--- src/rtl/branch_target_buffer_pkg.sv ---
// branch_target_buffer_pkg: shared CACHE_BRANCH entry, BTB FSM states and MEM-to-fetch update bundle.
package branch_target_buffer_pkg;
  localparam int CB_TAG_W = 6;
  typedef struct packed {
    logic                v;
    logic [CB_TAG_W-1:0] tag;
    logic [31:0]         ta;
    logic                t;
  } CACHE_BRANCH;
  typedef enum logic {BTB_SWEEP, BTB_READY} BTB_FSM_Enum;
  typedef struct packed {
    logic        valid;
    logic [31:0] pc;
    logic        taken;
    logic [31:0] target;
  } BTB_UPD_struct;
endpackage

--- src/rtl/btb_counter2.sv ---
// btb_counter2: 2-bit saturating counter step (up on taken, down on not-taken).
module btb_counter2 (
  input  logic [1:0] ctr_i,
  input  logic       inc_i,
  output logic [1:0] ctr_o
);
  always_comb ctr_o = inc_i ? ((ctr_i == 2'b11) ? ctr_i : ctr_i + 2'b01)
                            : ((ctr_i == 2'b00) ? ctr_i : ctr_i - 2'b01);
endmodule

--- src/rtl/branch_target_buffer.sv ---
// branch_target_buffer: fetch-stage BTB with post-reset/flush sweep; BTB_2BIT_CTR_EN adds 2-bit counters.
module branch_target_buffer
  import branch_target_buffer_pkg::*;
#(
  parameter int IDX_W = 4,
  parameter int TAG_W = CB_TAG_W
) (
  input  logic        clk,
  input  logic        rst_n,
  input  logic [31:0] lk_pc,
  output logic        lk_hit,
  output logic        lk_taken,
  output logic [31:0] lk_target,
  input  logic        upd_valid,
  input  logic [31:0] upd_pc,
  input  logic        upd_taken,
  input  logic [31:0] upd_target,
  input  logic        flush,
  output logic        busy
);
  localparam int DEPTH = 1 << IDX_W;
  CACHE_BRANCH      tbl_q [DEPTH];
  CACHE_BRANCH      tbl_d [DEPTH];
  BTB_FSM_Enum      state_q, state_d;
  logic [IDX_W-1:0] cnt_q, cnt_d;
  BTB_UPD_struct    upd;
  CACHE_BRANCH      lk_e, u_e;
  logic [IDX_W-1:0] lk_idx, u_idx;
  logic [TAG_W-1:0] lk_tag, u_tag;
  logic             ready, u_hit, lk_t;
  logic             unused_bits;
  assign upd    = '{valid: upd_valid, pc: upd_pc, taken: upd_taken, target: upd_target};
  assign lk_idx = lk_pc[IDX_W+1:2];
  assign lk_tag = lk_pc[IDX_W+TAG_W+1:IDX_W+2];
  assign u_idx  = upd.pc[IDX_W+1:2];
  assign u_tag  = upd.pc[IDX_W+TAG_W+1:IDX_W+2];
  assign lk_e   = tbl_q[lk_idx];
  assign u_e    = tbl_q[u_idx];
  // Gating with rst_n keeps stale V bits invisible during the reset cycle too
  assign ready     = rst_n && state_q == BTB_READY;
  assign busy      = !ready;
  assign u_hit     = u_e.v && u_e.tag == u_tag;
  assign lk_hit    = ready && lk_e.v && lk_e.tag == lk_tag;
  assign lk_taken  = lk_hit && lk_t;
  assign lk_target = lk_hit ? lk_e.ta : '0;
`ifdef BTB_2BIT_CTR_EN
  logic [1:0] ctr_q [DEPTH];
  logic [1:0] ctr_d [DEPTH];
  logic [1:0] ctr_nxt;
  btb_counter2 u_ctr (.ctr_i(ctr_q[u_idx]), .inc_i(upd.taken), .ctr_o(ctr_nxt));
  assign lk_t = ctr_q[lk_idx][1];
  assign unused_bits = ^{lk_pc[31:IDX_W+TAG_W+2], lk_pc[1:0], upd.pc[31:IDX_W+TAG_W+2], upd.pc[1:0], u_e.t, u_e.ta, lk_e.t};
  always_ff @(posedge clk) ctr_q <= ctr_d;
`else
  assign lk_t = lk_e.t;
  assign unused_bits = ^{lk_pc[31:IDX_W+TAG_W+2], lk_pc[1:0], upd.pc[31:IDX_W+TAG_W+2], upd.pc[1:0], u_e.t, u_e.ta};
`endif
  always_comb begin
    tbl_d   = tbl_q;
    state_d = state_q;
    cnt_d   = cnt_q;
`ifdef BTB_2BIT_CTR_EN
    ctr_d   = ctr_q;
`endif
    if (state_q == BTB_SWEEP) begin
      tbl_d[cnt_q].v = 1'b0;
      cnt_d = flush ? '0 : cnt_q + IDX_W'(1);
      if (!flush && &cnt_q) state_d = BTB_READY;
    end else if (flush) begin
      state_d = BTB_SWEEP;
      cnt_d   = '0;
    end else if (upd.valid && (u_hit || upd.taken)) begin
      // Not-taken misses fall out above: they are never allocated
      if (upd.taken) tbl_d[u_idx] = '{v: 1'b1, tag: u_tag, ta: upd.target, t: 1'b1};
      else tbl_d[u_idx].t = 1'b0;
`ifdef BTB_2BIT_CTR_EN
      ctr_d[u_idx] = u_hit ? ctr_nxt : 2'b10;
`endif
    end
  end
  always_ff @(posedge clk) begin
    if (!rst_n) begin
      state_q <= BTB_SWEEP;
      cnt_q   <= '0;
    end else begin
      state_q <= state_d;
      cnt_q   <= cnt_d;
    end
  end
  always_ff @(posedge clk) tbl_q <= tbl_d;
endmodule

--- config.mk ---
export PLATFORM = sky130hd
export DESIGN_NAME = branch_target_buffer
export DESIGN_NICKNAME = d
export VERILOG_FILES = /design/src/rtl/branch_target_buffer_pkg.sv /design/src/rtl/btb_counter2.sv /design/src/rtl/branch_target_buffer.sv
export SDC_FILE = /design/constraint.sdc
export NUM_CORES = 1
export LEC_CHECK = 0
export BUFFER_PORTS_ARGS = -buffer_cell sky130_fd_sc_hd__buf_2
export CAP_MARGIN = 20
export CORE_ASPECT_RATIO = 0.8
export CORE_UTILIZATION = 50
export DETAILED_ROUTE_END_ITERATION = 7
export PLACE_DENSITY_LB_ADDON = 0.15
export SYNTH_ARGS = -nofsm -noshare
export SYNTH_HDL_FRONTEND = slang
export SYNTH_SLANG_ARGS = --single-unit
export TNS_END_PERCENT = 30
--- constraint.sdc ---
create_clock -name clk -period 13.55 [get_ports clk]
set_clock_uncertainty 0.1 [all_clocks]
set_input_delay 4.065 -clock clk [delete_from_list [all_inputs] [get_ports clk]]
set_output_delay 4.065 -clock clk [all_outputs]
set_load 0.01 [all_outputs]
==> metrics.md, run 1 <==
| Metric | Value |
|---|---|
| Number of post-CTS setup repair buffers | `0` |
| Worst-skew pair later-pin latency | `0.60 ns` |
| IO Count | `136` |
| Number of violations reported at the end of detailed-routing iteration 0 | `1,989` |
| Number of buffers inserted by port buffering | `91` |
| Post-route fraction of the period consumed by the critical path | `85.65%` |
| Number of nets at the end of the flow | `2,074` |
| Netlist cell types | `50` |
| Mean number of vias per cell | `6.065` |
| P&R area growth vs syn | `11.09%` |
| Clock Sink Count | `645` |
| First-pass GRT wire length | `120.0 mm` |
| Clock tree buffer depth | `3` |
| Total congestion overflow | `0` |
| Max-Slew Margin vs Limit | `28.34%` |
| Post-Place Setup Slack | `1.941 ns` |
| Aggregate negative setup slack | `0 ns` |
| Crit path kind | `in2out` |
| Fin. max-slew vios | `0` |
| Max FO, Critical Path | `74` |
| Routability-driven placement congestion ratio | `0.8273` |
| Antenna violations before repair | `10` |
| Outcome | `finished clean` |
| Worst min path class | `reg2reg` |
| Kind of launch point of the worst setup path | `input pin` |
| Leading area contributor after synthesis | `sky130_fd_sc_hd__edfxtp_1` |
| Average footprint of a synthesized cell | `15.80 um^2` |
| Yosys warning total | `0` |
| Static Leakage | `12.93 nW` |
| Part of the Yosys area used for sequential elements | `63.35%` |
| Resize count post-CTS | `0` |
| Post-synthesis net count | `2,035` |
| Gate Count Post-Synth | `1,930` |
| Overall die height | `222.9 um` |
| Fraction of synthesized cell area taken by the top area cell type | `63.03%` |
| Max VDD drop | `0.08712 mV` |
| Endpoints failing hold | `0` |
| TritonCTS buffer count | `68` |
| Via count of the first global-routing pass | `17,180` |
| Initial standard-cell utilization of the core | `50.86%` |
| Clock tree from TritonCTS | `done` |
| Largest net degree at the start of global routing | `75` |
| Setup slack of the critical path after layout | `1.945 ns` |
| Final setup violation count | `0` |
| Final HPWL from detailed placement | `45.23 mm` |
| Clock-pin slew of the registers on the worst-case setup and hold paths | `0.06 ns` |
| Vias | `16,970` |
| CTS H-tree depth | `3` |
| Leading post-synthesis cells by cell area | `sky130_fd_sc_hd__edfxtp_1 (63%), sky130_fd_sc_hd__mux4_2 (15%), sky130_fd_sc_hd__and2_1 (13%), sky130_fd_sc_hd__clkbuf_1 (1.8%), sky130_fd_sc_hd__mux2i_1 (1.1%)` |
| CTS hold repair buffers | `0` |
| Worst EP required | `9.38 ns` |
| Die area | `61,980 um^2` |
| Instance count after placement with tap cells included | `2,678` |
| Layout cell share with drive strength beyond 1 | `24.67%` |
| Max cap viols | `0` |
| Final Critical Period | `11.60 ns` |
| Most common cell in the netlist | `sky130_fd_sc_hd__edfxtp_1` |
| X dimension of the die | `278.1 um` |
| Arrival time of the worst setup path | `7.44 ns` |
| Maximum achievable frequency | `86.17 MHz` |
| Remaining DRCs | `0` |
| Routed len/inst | `29.69 um` |
| Commonest cells in the synthesized netlist | `sky130_fd_sc_hd__edfxtp_1 (640), sky130_fd_sc_hd__and2_1 (610), sky130_fd_sc_hd__mux4_2 (209), sky130_fd_sc_hd__clkbuf_1 (144), sky130_fd_sc_hd__nor2b_1 (48)` |
| Non-filler instance count after layout | `2,798` |
| End-of-flow core utilization | `56.50%` |
| Setup repair after global routing missed its margin | `no` |
| Drt pass-1 iters | `5` |
| Share of synthesized flip-flops with an asynchronous set or reset | `0%` |
| Count of state elements after synthesis | `645` |
| Number of flops mapped to enable cells by yosys | `640` |
| Sort of element at the end of the critical path | `output port` |
| Pin slew with the least headroom to its limit | `1.069 ns` |
| Power density cells | `119.4 nW/um^2` |
| Clock tree root buffer cell | `sky130_fd_sc_hd__clkbuf_16` |
| GR Util All Layers | `27.31%` |
| Post-synthesis cell area | `30,490 um^2` |
| Count of nets left with antenna violations after detail routing | `0` |
| Site Rows | `80` |
| Flip-flop cell with the highest count after synthesis | `sky130_fd_sc_hd__edfxtp_1` |
| Wire length reported by the detailed router | `83.07 mm` |
| Placeable core region | `59,960 um^2` |
==> registers in the layout (all words and copies together) (netlist names) <==
signal   cells
cnt_q        4
tbl_q      640
state_q      1
==> per-stage QoR <==
stage / instance area (um^2) / hold slack, ns / total power [W]
4_1_cts: 33860 / 0.4840 / 0.004072
2_1_floorplan: 30490 / 0.4387 / 0.002294
3_5_place_dp: 31840 / 0.4738 / 0.002339
3_3_place_gp: 31830 / 0.4682 / 0.002337
6_report: 33870 / 0.4792 / 0.004046
5_1_grt: 33870 / 0.5122 / 0.004159
==> worst max-delay path, stage by stage <==
cell and delay, ns:
sky130_fd_sc_hd__buf_6 0.64, sky130_fd_sc_hd__buf_4 0.60, sky130_fd_sc_hd__mux2i_1 0.14, sky130_fd_sc_hd__a21oi_1 0.36
sky130_fd_sc_hd__xnor2_1 0.18, sky130_fd_sc_hd__nand4_1 0.42, sky130_fd_sc_hd__buf_4 0.42, sky130_fd_sc_hd__buf_4 0.23
sky130_fd_sc_hd__nor2b_1 0.12, sky130_fd_sc_hd__buf_2 0.14
==> final cells by class <==
class	instances	area (um^2)
Fill cell	4637	26080
Sequential cell	645	19320
Multi-Input combinational cell	1099	10610
Clock buffer	86	1833
Tap cell	779	974.7
Timing Repair Buffer	150	920.9
Clock inverter	30	191.4
Inverter	5	18.77
Antenna cell	4	10.01
==> cells by family (layout without fill, tap and decap cells) <==
family	after synthesis	after routing	share of synthesized area, %
simple gates	768	768	15.30
flops	645	645	63.35
mux	252	252	16.89
buf+inv	186	271	2.503
compound gates	65	65	1.502
xor+xnor	10	10	0.2872
fa+ha+maj	4	4	0.1641
other cells	0	4	0
==> where the power goes <==
group	total, W	switching (W)	internal [W]
logic	0.000135	0.0000865	0.0000490
clock network	0.00175	0.000759	0.000991
registers	0.00216	0.000000636	0.00216
total	0.00405	0.000847	0.00320
==> metal layers <==
metal / global-route usage, % / part of all wire, % / vias to the layer above
met1: 38.62 / 42 / 8868
met3: 5.467 / 7.7 / 114
met5: 0 / 0.030 / -
met4: 6.541 / 2.1 / 4
li1: - / - / 7246
met2: 43.89 / 48 / 737
==> worst paths after layout <==
check,startpoint,end,slack (ns),cells past startpoint
setup / recovery,lk_pc[3],lk_target[21],1.95,10
hold / removal,cnt_q[1],cnt_q[1],0.48,2
setup reg to reg,state_q,tbl_q[175],9.65,5
hold reg to reg,cnt_q[1],cnt_q[1],0.48,2
==> cells in the final DEF (no fill, tap or decap), types with 4 or more instances in the layout <==
cell                          n
sky130_fd_sc_hd__nor2_4      14
sky130_fd_sc_hd__xnor2_1      4
sky130_fd_sc_hd__dfxtp_1      5
sky130_fd_sc_hd__edfxtp_1   640
sky130_fd_sc_hd__clkinv_1    19
sky130_fd_sc_hd__mux2i_1     33
sky130_fd_sc_hd__a31oi_1      4
sky130_fd_sc_hd__buf_2       88
sky130_fd_sc_hd__ha_1         4
sky130_fd_sc_hd__buf_4       59
sky130_fd_sc_hd__nand2_1     29
sky130_fd_sc_hd__and2_1     610
sky130_fd_sc_hd__diode_2      4
sky130_fd_sc_hd__and3_1       4
sky130_fd_sc_hd__mux2_2      10
sky130_fd_sc_hd__xor2_1       6
sky130_fd_sc_hd__nor2b_1     46
sky130_fd_sc_hd__nor3_2      12
sky130_fd_sc_hd__inv_1        5
sky130_fd_sc_hd__a22oi_1      6
sky130_fd_sc_hd__a21oi_2     10
sky130_fd_sc_hd__mux4_2     209
sky130_fd_sc_hd__o22ai_1      7
sky130_fd_sc_hd__clkinv_2     4
sky130_fd_sc_hd__nor2_1      17
sky130_fd_sc_hd__nand2b_1     8
sky130_fd_sc_hd__a211oi_1     4
sky130_fd_sc_hd__a21oi_1     18
sky130_fd_sc_hd__clkbuf_16   71
sky130_fd_sc_hd__clkbuf_1    15
No activity file was read; power rests on OpenSTA's default activity.
==> inputs of run 2 (changes only) <==
--- a/config.mk
+++ b/config.mk
@@ -9,6 +9,7 @@
 export CAP_MARGIN = 20
 export CORE_ASPECT_RATIO = 0.8
 export CORE_UTILIZATION = 50
+export CTS_BUF_LIST = sky130_fd_sc_hd__clkbuf_8
 export DETAILED_ROUTE_END_ITERATION = 7
 export PLACE_DENSITY_LB_ADDON = 0.15
 export SYNTH_ARGS = -nofsm -noshare
==> constraint.sdc (replaced) <==
create_clock -name clk -period 12.65 [get_ports clk]
set_clock_uncertainty 0.1 [all_clocks]
set_input_delay 3.795 -clock clk [delete_from_list [all_inputs] [get_ports clk]]
set_output_delay 3.795 -clock clk [all_outputs]
set_load 0.01 [all_outputs]
==> metrics.md, run 2 (synthesis gave the netlist of run 1 again) <==
| Metric | Value |
|---|---|
| Worst EP required | `8.76 ns (-0.62 ns)` |
| GR Util All Layers | `27.54% (+0.23 points)` |
| Reg2Reg Setup Slack | `8.75 ns (-0.90 ns)` |
| IO Count | `136 (unchanged)` |
| Clock-pin slew of the registers on the worst-case setup and hold paths | `0.05 ns (about the same)` |
| Initial standard-cell utilization of the core | `50.86% (unchanged)` |
| CTS hold repair buffers | `0 (unchanged)` |
| Setup repair after global routing missed its margin | `no` |
| Wire length reported by the detailed router | `83.68 mm (+0.73%)` |
| Clock tree buffer depth | `3 (unchanged)` |
| Kind of launch point of the worst setup path | `input pin` |
| Sort of element at the end of the critical path | `output port` |
| Count of nets left with antenna violations after detail routing | `0 (unchanged)` |
| Max FFs per register | `640 (unchanged)` |
| Crit path kind | `in2out` |
| Total congestion overflow | `0 (unchanged)` |
| Number of inserted filler cells in the final layout | `4,718 (+1.7%)` |
| Post-route fraction of the period consumed by the critical path | `85.34%` |
| Max cap viols | `0 (unchanged)` |
| Largest net degree at the start of global routing | `79 (+5.3%)` |
| Final Critical Period | `10.80 ns` |
| Overall die height | `222.9 um (unchanged)` |
| Clock tree from TritonCTS | `done` |
| Drt pass-1 iters | `5 (unchanged)` |
| Most used cells in the layout excluding fill and tap cells | `sky130_fd_sc_hd__edfxtp_1 (640), sky130_fd_sc_hd__and2_1 (610), sky130_fd_sc_hd__mux4_2 (209)` |
| Vias | `17,200 (+1.4%)` |
| Top sig layer | `met5` |
| First-pass GRT wire length | `120.9 mm (+0.78%)` |
| Max FO, Critical Path | `52 (-30%)` |
| Power density cells | `122.2 nW/um^2 (+2.3%)` |
| CTS H-tree depth | `3 (unchanged)` |
| Worst-skew pair later-pin latency | `0.71 ns (+0.11 ns)` |
| TritonCTS buffer count | `103 (+51%)` |
| Most flops, register | `tbl_q` |
| Outcome | `finished clean` |
| Worst hold start | `cnt_q[1]` |
| X dimension of the die | `278.1 um (unchanged)` |
| Aggregate negative setup slack | `0 ns (unchanged)` |
| Arrival time of the worst setup path | `6.90 ns (-0.54 ns)` |
| Routed wl met3 | `7.326 mm (+15%)` |
| Routed len/inst | `29.27 um (-1.4%)` |
| P&R area growth vs syn | `10.40%` |
| Count of cells along the worst hold path | `2 (unchanged)` |
| Max-Slew Margin vs Limit | `20.81% (-7.5 points)` |
| Maximum achievable frequency | `92.63 MHz` |
| Fin. max-slew vios | `0 (unchanged)` |
| Worst min path class | `reg2reg` |
| Final HPWL from detailed placement | `44.89 mm (-0.76%)` |
| Clock tree root buffer cell | `sky130_fd_sc_hd__clkbuf_8` |
| Terminus of the critical flop-to-flop path | `tbl_q[229]` |
| Setup slack of the critical path after layout | `1.854 ns (-0.09057 ns)` |
| FF-to-FF Start | `state_q` |
| Site Rows | `80 (unchanged)` |
| Launching element of the worst setup path | `lk_pc[2]` |
| Worst Hold Slack | `0.5087 ns (+0.02954 ns)` |
| Via count of the first global-routing pass | `17,650 (+2.7%)` |
| Endpoints failing hold | `0 (unchanged)` |
| Routability-driven placement congestion ratio | `0.8251 (-0.27%)` |
| Number of post-CTS setup repair buffers | `0 (unchanged)` |
| Routed length on met1 | `34.85 mm (-1.0%)` |
| Post-Place Setup Slack | `1.724 ns (-0.2167 ns)` |
| Number of nets at the end of the flow | `2,105 (+1.5%)` |
| Layout cell share with drive strength beyond 1 | `25.65% (+0.98 points)` |
| Mean number of vias per cell | `6.016 (-0.80%)` |
| Resize count post-CTS | `0 (unchanged)` |
| Met2 wirelength from detailed routing | `39.51 mm (-0.52%)` |
| Pin slew with the least headroom to its limit | `1.185 ns (+0.1164 ns)` |
| Final setup violation count | `0 (unchanged)` |
| Endpoint, Worst Hold | `cnt_q[1]` |
| Remaining DRCs | `0 (unchanged)` |
| Placeable core region | `59,960 um^2 (unchanged)` |
| Die area | `61,980 um^2 (unchanged)` |
| Max VDD drop | `0.09244 mV (+6.1%)` |
| Top Registers | `tbl_q: 640 flops, cnt_q: 4 flops, state_q: 1 flops` |
| Number of violations reported at the end of detailed-routing iteration 0 | `1,802 (-9.4%)` |
| Clock Sink Count | `645 (unchanged)` |
| Number of cells traversed by the worst register-to-register path | `4 (-1)` |
| Number of buffers inserted by port buffering | `91 (unchanged)` |
| Most common cell after layout, fill and taps aside | `sky130_fd_sc_hd__edfxtp_1` |
| Static Leakage | `13.01 nW (+0.62%)` |
| Antenna violations before repair | `10 (unchanged)` |
[run 2: cell types whose count changed in the layout (fill, tap and decap cells not counted), sizes merged]
cell,previous run,this run
buf,150,146
clkinv,23,36
inv,7,42
bufinv,2,3
clkbuf,86,104
diode,4,2
[run 2: per-layer routing]
layer	vias up	GRT usage, %
li1	7332	-
met1	8908	38.42
met2	821	43.55
met3	135	6.482
met4	4	7.824
met5	-	0
[run 2: critical path, cell delays in order]
cell,delay [ns]
sky130_fd_sc_hd__buf_8,0.45
sky130_fd_sc_hd__buf_4,0.51
sky130_fd_sc_hd__buf_4,0.62
sky130_fd_sc_hd__mux4_2,0.61
sky130_fd_sc_hd__mux4_2,0.51
sky130_fd_sc_hd__nor2b_1,0.16
sky130_fd_sc_hd__buf_2,0.15
[run 2: per-stage QoR]
stage	utilization [%]	area, um^2	cells	total power [W]
final	56.15	33660	2859	0.004114
after global routing	56.14	33660	2858	0.004244
after CTS	56.12	33650	2856	0.004137
after detailed placement	53.06	31810	2673	0.002505
after global placement	53.06	31810	2673	0.002503
after floorplan	-	30490	1930	0.002457
[run 2: how the worst max path moves through the flow]
stage | to | slack (ns) | cells past startpoint
after floorplan | lk_taken | 2.69 | 8
after global placement | lk_target[21] | 1.73 | 7
after detailed placement | lk_target[29] | 1.72 | 7
after CTS | lk_target[29] | 1.72 | 7
after global routing | lk_target[29] | 1.64 | 7
final | lk_target[21] | 1.85 | 7
[run 2: where the power goes]
part           leakage [nW]  switching (W)  total [W]  internal [W]
logic                  4.54      0.0000927   0.000145     0.0000522
registers              7.39    0.000000654    0.00231       0.00231
clock network          1.07       0.000833    0.00165      0.000822
total                  13.0       0.000926    0.00411       0.00319
[run 2: final cells by class]
type                    count  area (um^2)  area share [%]
repair buffers            146        903.4           2.684
clock buffers             104         1431           4.252
multi-input cells        1099        10610           31.51
inverters                   5        18.77         0.05575
clock inverters            79        405.4           1.204
diodes                      2        5.005         0.01487
flip-flops and latches    645        19320           57.39
well taps                 779        974.7           2.895
==> inputs of run 3 (changes only) <==
--- a/config.mk
+++ b/config.mk
@@ -5,6 +5,7 @@
 export SDC_FILE = /design/constraint.sdc
 export NUM_CORES = 1
 export LEC_CHECK = 0
+export ABC_AREA = 1
 export BUFFER_PORTS_ARGS = -buffer_cell sky130_fd_sc_hd__buf_2
 export CAP_MARGIN = 20
 export CORE_ASPECT_RATIO = 0.8
==> metrics.md, run 3 <==
| Metric | Value |
|---|---|
| Aggregate negative setup slack | `0 ns (unchanged)` |
| Overall die height | `221.4 um (-0.68%)` |
| End-of-flow core utilization | `55.19% (-0.95 points)` |
| Flip-flop cell with the highest count after synthesis | `sky130_fd_sc_hd__edfxtp_1` |
| Most common cell in the netlist | `sky130_fd_sc_hd__nor2_1` |
| Via count of the first global-routing pass | `22,610 (+28%)` |
| Power spent charging and discharging nets | `0.001010 W (+9.1%)` |
| Average footprint of a synthesized cell | `9.897 um^2 (-37%)` |
| Commonest cells in the synthesized netlist | `sky130_fd_sc_hd__nor2_1 (789), sky130_fd_sc_hd__edfxtp_1 (640), sky130_fd_sc_hd__nand2_1 (611), sky130_fd_sc_hd__a21oi_1 (261), sky130_fd_sc_hd__clkbuf_1 (166)` |
| Clock tree buffer depth | `3 (unchanged)` |
| Netlist cell types | `31 (-38%)` |
| Die area | `61,140 um^2 (-1.4%)` |
| Area share of xor/xnor cells in the synthesized design | `0% (-0.29 points)` |
| Flop pwr share | `54.7% (-1.6 points)` |
| Worst hold start | `cnt_q[2]` |
| Most flops, register | `tbl_q` |
| Outcome | `finished clean` |
| Clock Sink Count | `645 (unchanged)` |
| Number of violations reported at the end of detailed-routing iteration 0 | `2,976 (+65%)` |
| Routability-driven placement congestion ratio | `0.8402 (+1.8%)` |
| Sort of element at the end of the critical path | `output port` |
| Post-route fraction of the period consumed by the critical path | `88.17% (+2.8 points)` |
| Number of nets at the end of the flow | `3,132 (+49%)` |
| Worst-skew pair later-pin latency | `0.71 ns (about the same)` |
| Instance count after placement with tap cells included | `3,700 (+38%)` |
| Remaining DRCs | `0 (unchanged)` |
| Placeable core region | `59,560 um^2 (-0.67%)` |
| Count of cells along the worst hold path | `2 (unchanged)` |
| Count of nets left with antenna violations after detail routing | `0 (unchanged)` |
| Non-filler instance count after layout | `3,887 (+36%)` |
| Share of synthesized area spent on multiplexers | `0% (-17 points)` |
| Fraction of synthesized cell area taken by the top area cell type | `63.90% (+0.87 points)` |
| Post-synthesis share of cell area spent on full adders, half adders and majority gates | `0.1664% (+0.0023 points)` |
| Kind of launch point of the worst setup path | `input pin` |
| Setup repair after global routing missed its margin | `no` |
| IO Count | `136 (unchanged)` |
| Max cap viols | `0 (unchanged)` |
| Number of flops mapped to enable cells by yosys | `640 (unchanged)` |
| Post-synthesis net count | `3,144 (+54%)` |
| Count of state elements after synthesis | `645 (unchanged)` |
| CTS H-tree depth | `3 (unchanged)` |
| Endpoints failing hold | `0 (unchanged)` |
| Setup slack of the critical path after layout | `1.496 ns (-0.3584 ns)` |
| Main combinational cell family by area after synthesis | `simple AND/OR/NAND/NOR gates` |
| Fraction of power spent switching nets | `23.87% (+1.4 points)` |
| Number of buffers inserted by port buffering | `91 (unchanged)` |
| Terminus of the critical flop-to-flop path | `tbl_q[43]` |
| Multi-input logic area | `9408 um^2 (-11%)` |
| TritonCTS buffer count | `103 (unchanged)` |
| Initial standard-cell utilization of the core | `50.50% (-0.36 points)` |
| Top Registers | `tbl_q: 640 flops, cnt_q: 4 flops, state_q: 1 flops` |
| Post-Place Setup Slack | `1.583 ns (-0.1413 ns)` |
| Pin slew with the least headroom to its limit | `1.151 ns (-0.03494 ns)` |
| Part of the Yosys area used for sequential elements | `64.23% (+0.88 points)` |
| Final Critical Period | `11.15 ns (+0.3584 ns)` |
| Most common cell after layout, fill and taps aside | `sky130_fd_sc_hd__nor2_1` |
| Final antenna diode count | `0 (-2)` |
| Resize count post-CTS | `0 (unchanged)` |
| Launching element of the worst setup path | `lk_pc[3]` |
| Most used cells in the layout excluding fill and tap cells | `sky130_fd_sc_hd__nor2_1 (773), sky130_fd_sc_hd__edfxtp_1 (640), sky130_fd_sc_hd__nand2_1 (609)` |
| GR Util All Layers | `30.26% (+2.7 points)` |
| Power density cells | `128.8 nW/um^2 (+5.4%)` |
| Relative contribution of combinational cells to total power | `5.5% (+2.0 points)` |
| Post-synthesis simple-gate area fraction | `18.11% (+2.8 points)` |
| Max FO, Critical Path | `68 (+31%)` |
| Crit path kind | `in2out` |
| Arrival time of the worst setup path | `7.26 ns (+0.36 ns)` |
| Wire length reported by the detailed router | `93.87 mm (+12%)` |
| Mean number of vias per cell | `6.021 (about the same)` |
| Number of post-CTS setup repair buffers | `0 (unchanged)` |
| Routed len/inst | `24.15 um (-17%)` |
| Compound-gate portion of the synthesized area | `12.59% (+11 points)` |
| Clock share of power | `39.8% (-0.4 points)` |
| Final setup violation count | `0 (unchanged)` |
| First-pass GRT wire length | `138.8 mm (+15%)` |
| X dimension of the die | `276.2 um (-0.68%)` |
| Drt pass-1 iters | `6 (+1)` |
| Largest net degree at the start of global routing | `112 (+42%)` |
| Clock-pin slew of the registers on the worst-case setup and hold paths | `0.06 ns (about the same)` |
| Max FFs per register | `640 (unchanged)` |
| Number of inserted filler cells in the final layout | `5,241 (+11%)` |
| Leading area contributor after synthesis | `sky130_fd_sc_hd__edfxtp_1` |
| Endpoint, Worst Hold | `cnt_q[3]` |
| Static Leakage | `13.21 nW (+1.5%)` |
| Reg2Reg Setup Slack | `8.99 ns (+0.24 ns)` |
| Max-Slew Margin vs Limit | `23.01% (+2.2 points)` |
| Clock tree from TritonCTS | `done` |
| Site Rows | `80 (unchanged)` |
| Final HPWL from detailed placement | `47.54 mm (+5.9%)` |
| FF-to-FF Start | `state_q` |
| Cell Int Power | `0.003223 W (+1.1%)` |
| Share of synthesized flip-flops with an asynchronous set or reset | `0% (unchanged)` |
| Maximum achievable frequency | `89.65 MHz (-3.2%)` |
| Layout cell share with drive strength beyond 1 | `10.17% (-15 points)` |
| Gate Count Post-Synth | `3,039 (+57%)` |
| Yosys warning total | `0 (unchanged)` |
| Footprint of the flip-flops and latches | `19,320 um^2 (unchanged)` |
| Worst EP required | `8.76 ns (about the same)` |
| Antenna violations before repair | `0 (-10)` |
| Post-synthesis cell area | `30,080 um^2 (-1.4%)` |
| Max VDD drop | `0.09417 mV (+1.9%)` |
| Leading post-synthesis cells by cell area | `sky130_fd_sc_hd__edfxtp_1 (64%), sky130_fd_sc_hd__nor2_1 (9.8%), sky130_fd_sc_hd__nand2_1 (7.6%), sky130_fd_sc_hd__a21oi_1 (4.3%), sky130_fd_sc_hd__a221oi_1 (2.4%)` |
| CTS hold repair buffers | `0 (unchanged)` |
| Fin. max-slew vios | `0 (unchanged)` |
| Clock tree root buffer cell | `sky130_fd_sc_hd__clkbuf_8` |
| Number of cells traversed by the worst register-to-register path | `7 (+3)` |
| Total congestion overflow | `0 (unchanged)` |
| P&R area growth vs syn | `9.290%` |
| Vias | `23,400 (+36%)` |
| Worst min path class | `reg2reg` |
==> run 3: cell count changes after synthesis, moves of 47 or more <==
cell,previous run,this run
sky130_fd_sc_hd__inv_1,5,89
sky130_fd_sc_hd__a221oi_1,3,83
sky130_fd_sc_hd__nand2_1,29,611
sky130_fd_sc_hd__nor2_1,31,789
sky130_fd_sc_hd__a21oi_1,18,261
sky130_fd_sc_hd__o211ai_1,0,47
sky130_fd_sc_hd__o21ai_0,1,99
sky130_fd_sc_hd__and2_1,610,0
sky130_fd_sc_hd__mux4_2,209,0
sky130_fd_sc_hd__nor2b_1,48,0
==> run 3: how the worst max path moves through the flow <==
stage                    end  slack (ns)  cells past startpoint
2_1_floorplan   lk_target[4]        3.40                     10
3_3_place_gp   lk_target[19]        1.62                     12
3_5_place_dp   lk_target[15]        1.58                     13
4_1_cts        lk_target[15]        1.58                     13
5_1_grt        lk_target[14]        1.30                     12
6_report       lk_target[15]        1.50                     13
==> run 3: stage by stage <==
step / hold WS (ns) / cell area (um^2) / power (W)
6_report: 0.4087 / 32870 / 0.004233
4_1_cts: 0.4072 / 32840 / 0.004245
2_1_floorplan: 0.3802 / 30080 / 0.002513
3_3_place_gp: 0.3980 / 30960 / 0.002584
5_1_grt: 0.4272 / 32870 / 0.004354
3_5_place_dp: 0.3972 / 30960 / 0.002588
==> run 3: cell type report <==
cell class	count	area share, %
repair buffers	146	2.748
clock inverters	80	1.294
flip-flops and latches	645	58.77
clock buffers	106	4.438
well taps	779	2.965
multi-input cells	2033	28.62
inverters	98	1.161
==> run 3: cells by family after synthesis <==
logic type      Yosys count
compound gates          593
fa+ha+maj                 4
buf+inv                 361
flops                   645
simple gates           1436
==> run 3: layer usage <==
| layer | track usage, % | share of wire [%] |
|---|---|---|
| met1 | 41.44 | 41 |
| met2 | 48.58 | 46 |
| met3 | 5.575 | 9.3 |
| met4 | 10.65 | 3.0 |
| met5 | 0 | 0 |
==> run 3: worst max-delay path: stages <==
cell	delay [ns]
sky130_fd_sc_hd__buf_4	0.48
sky130_fd_sc_hd__buf_4	0.89
sky130_fd_sc_hd__a21oi_1	0.10
sky130_fd_sc_hd__o21ai_0	0.12
sky130_fd_sc_hd__nand3_1	0.10
sky130_fd_sc_hd__nand2_1	0.16
sky130_fd_sc_hd__a21oi_1	0.14
sky130_fd_sc_hd__nand3_1	0.12
sky130_fd_sc_hd__nor3_1	0.06
sky130_fd_sc_hd__nand2_2	0.67
sky130_fd_sc_hd__buf_4	0.37
sky130_fd_sc_hd__nor2_1	0.07
sky130_fd_sc_hd__buf_2	0.15
==> run 3: power by group through the flow <==
| stage | combinational, W | clock (W) | sequential, W |
|---|---|---|---|
| global placement | 0.000225 | 0 | 0.00236 |
| detailed placement | 0.000228 | 0 | 0.00236 |
| finish | 0.000233 | 0.00169 | 0.00231 |
| floorplan | 0.000155 | 0 | 0.00236 |
| CTS | 0.000229 | 0.00170 | 0.00231 |
| global route | 0.000251 | 0.00179 | 0.00231 |
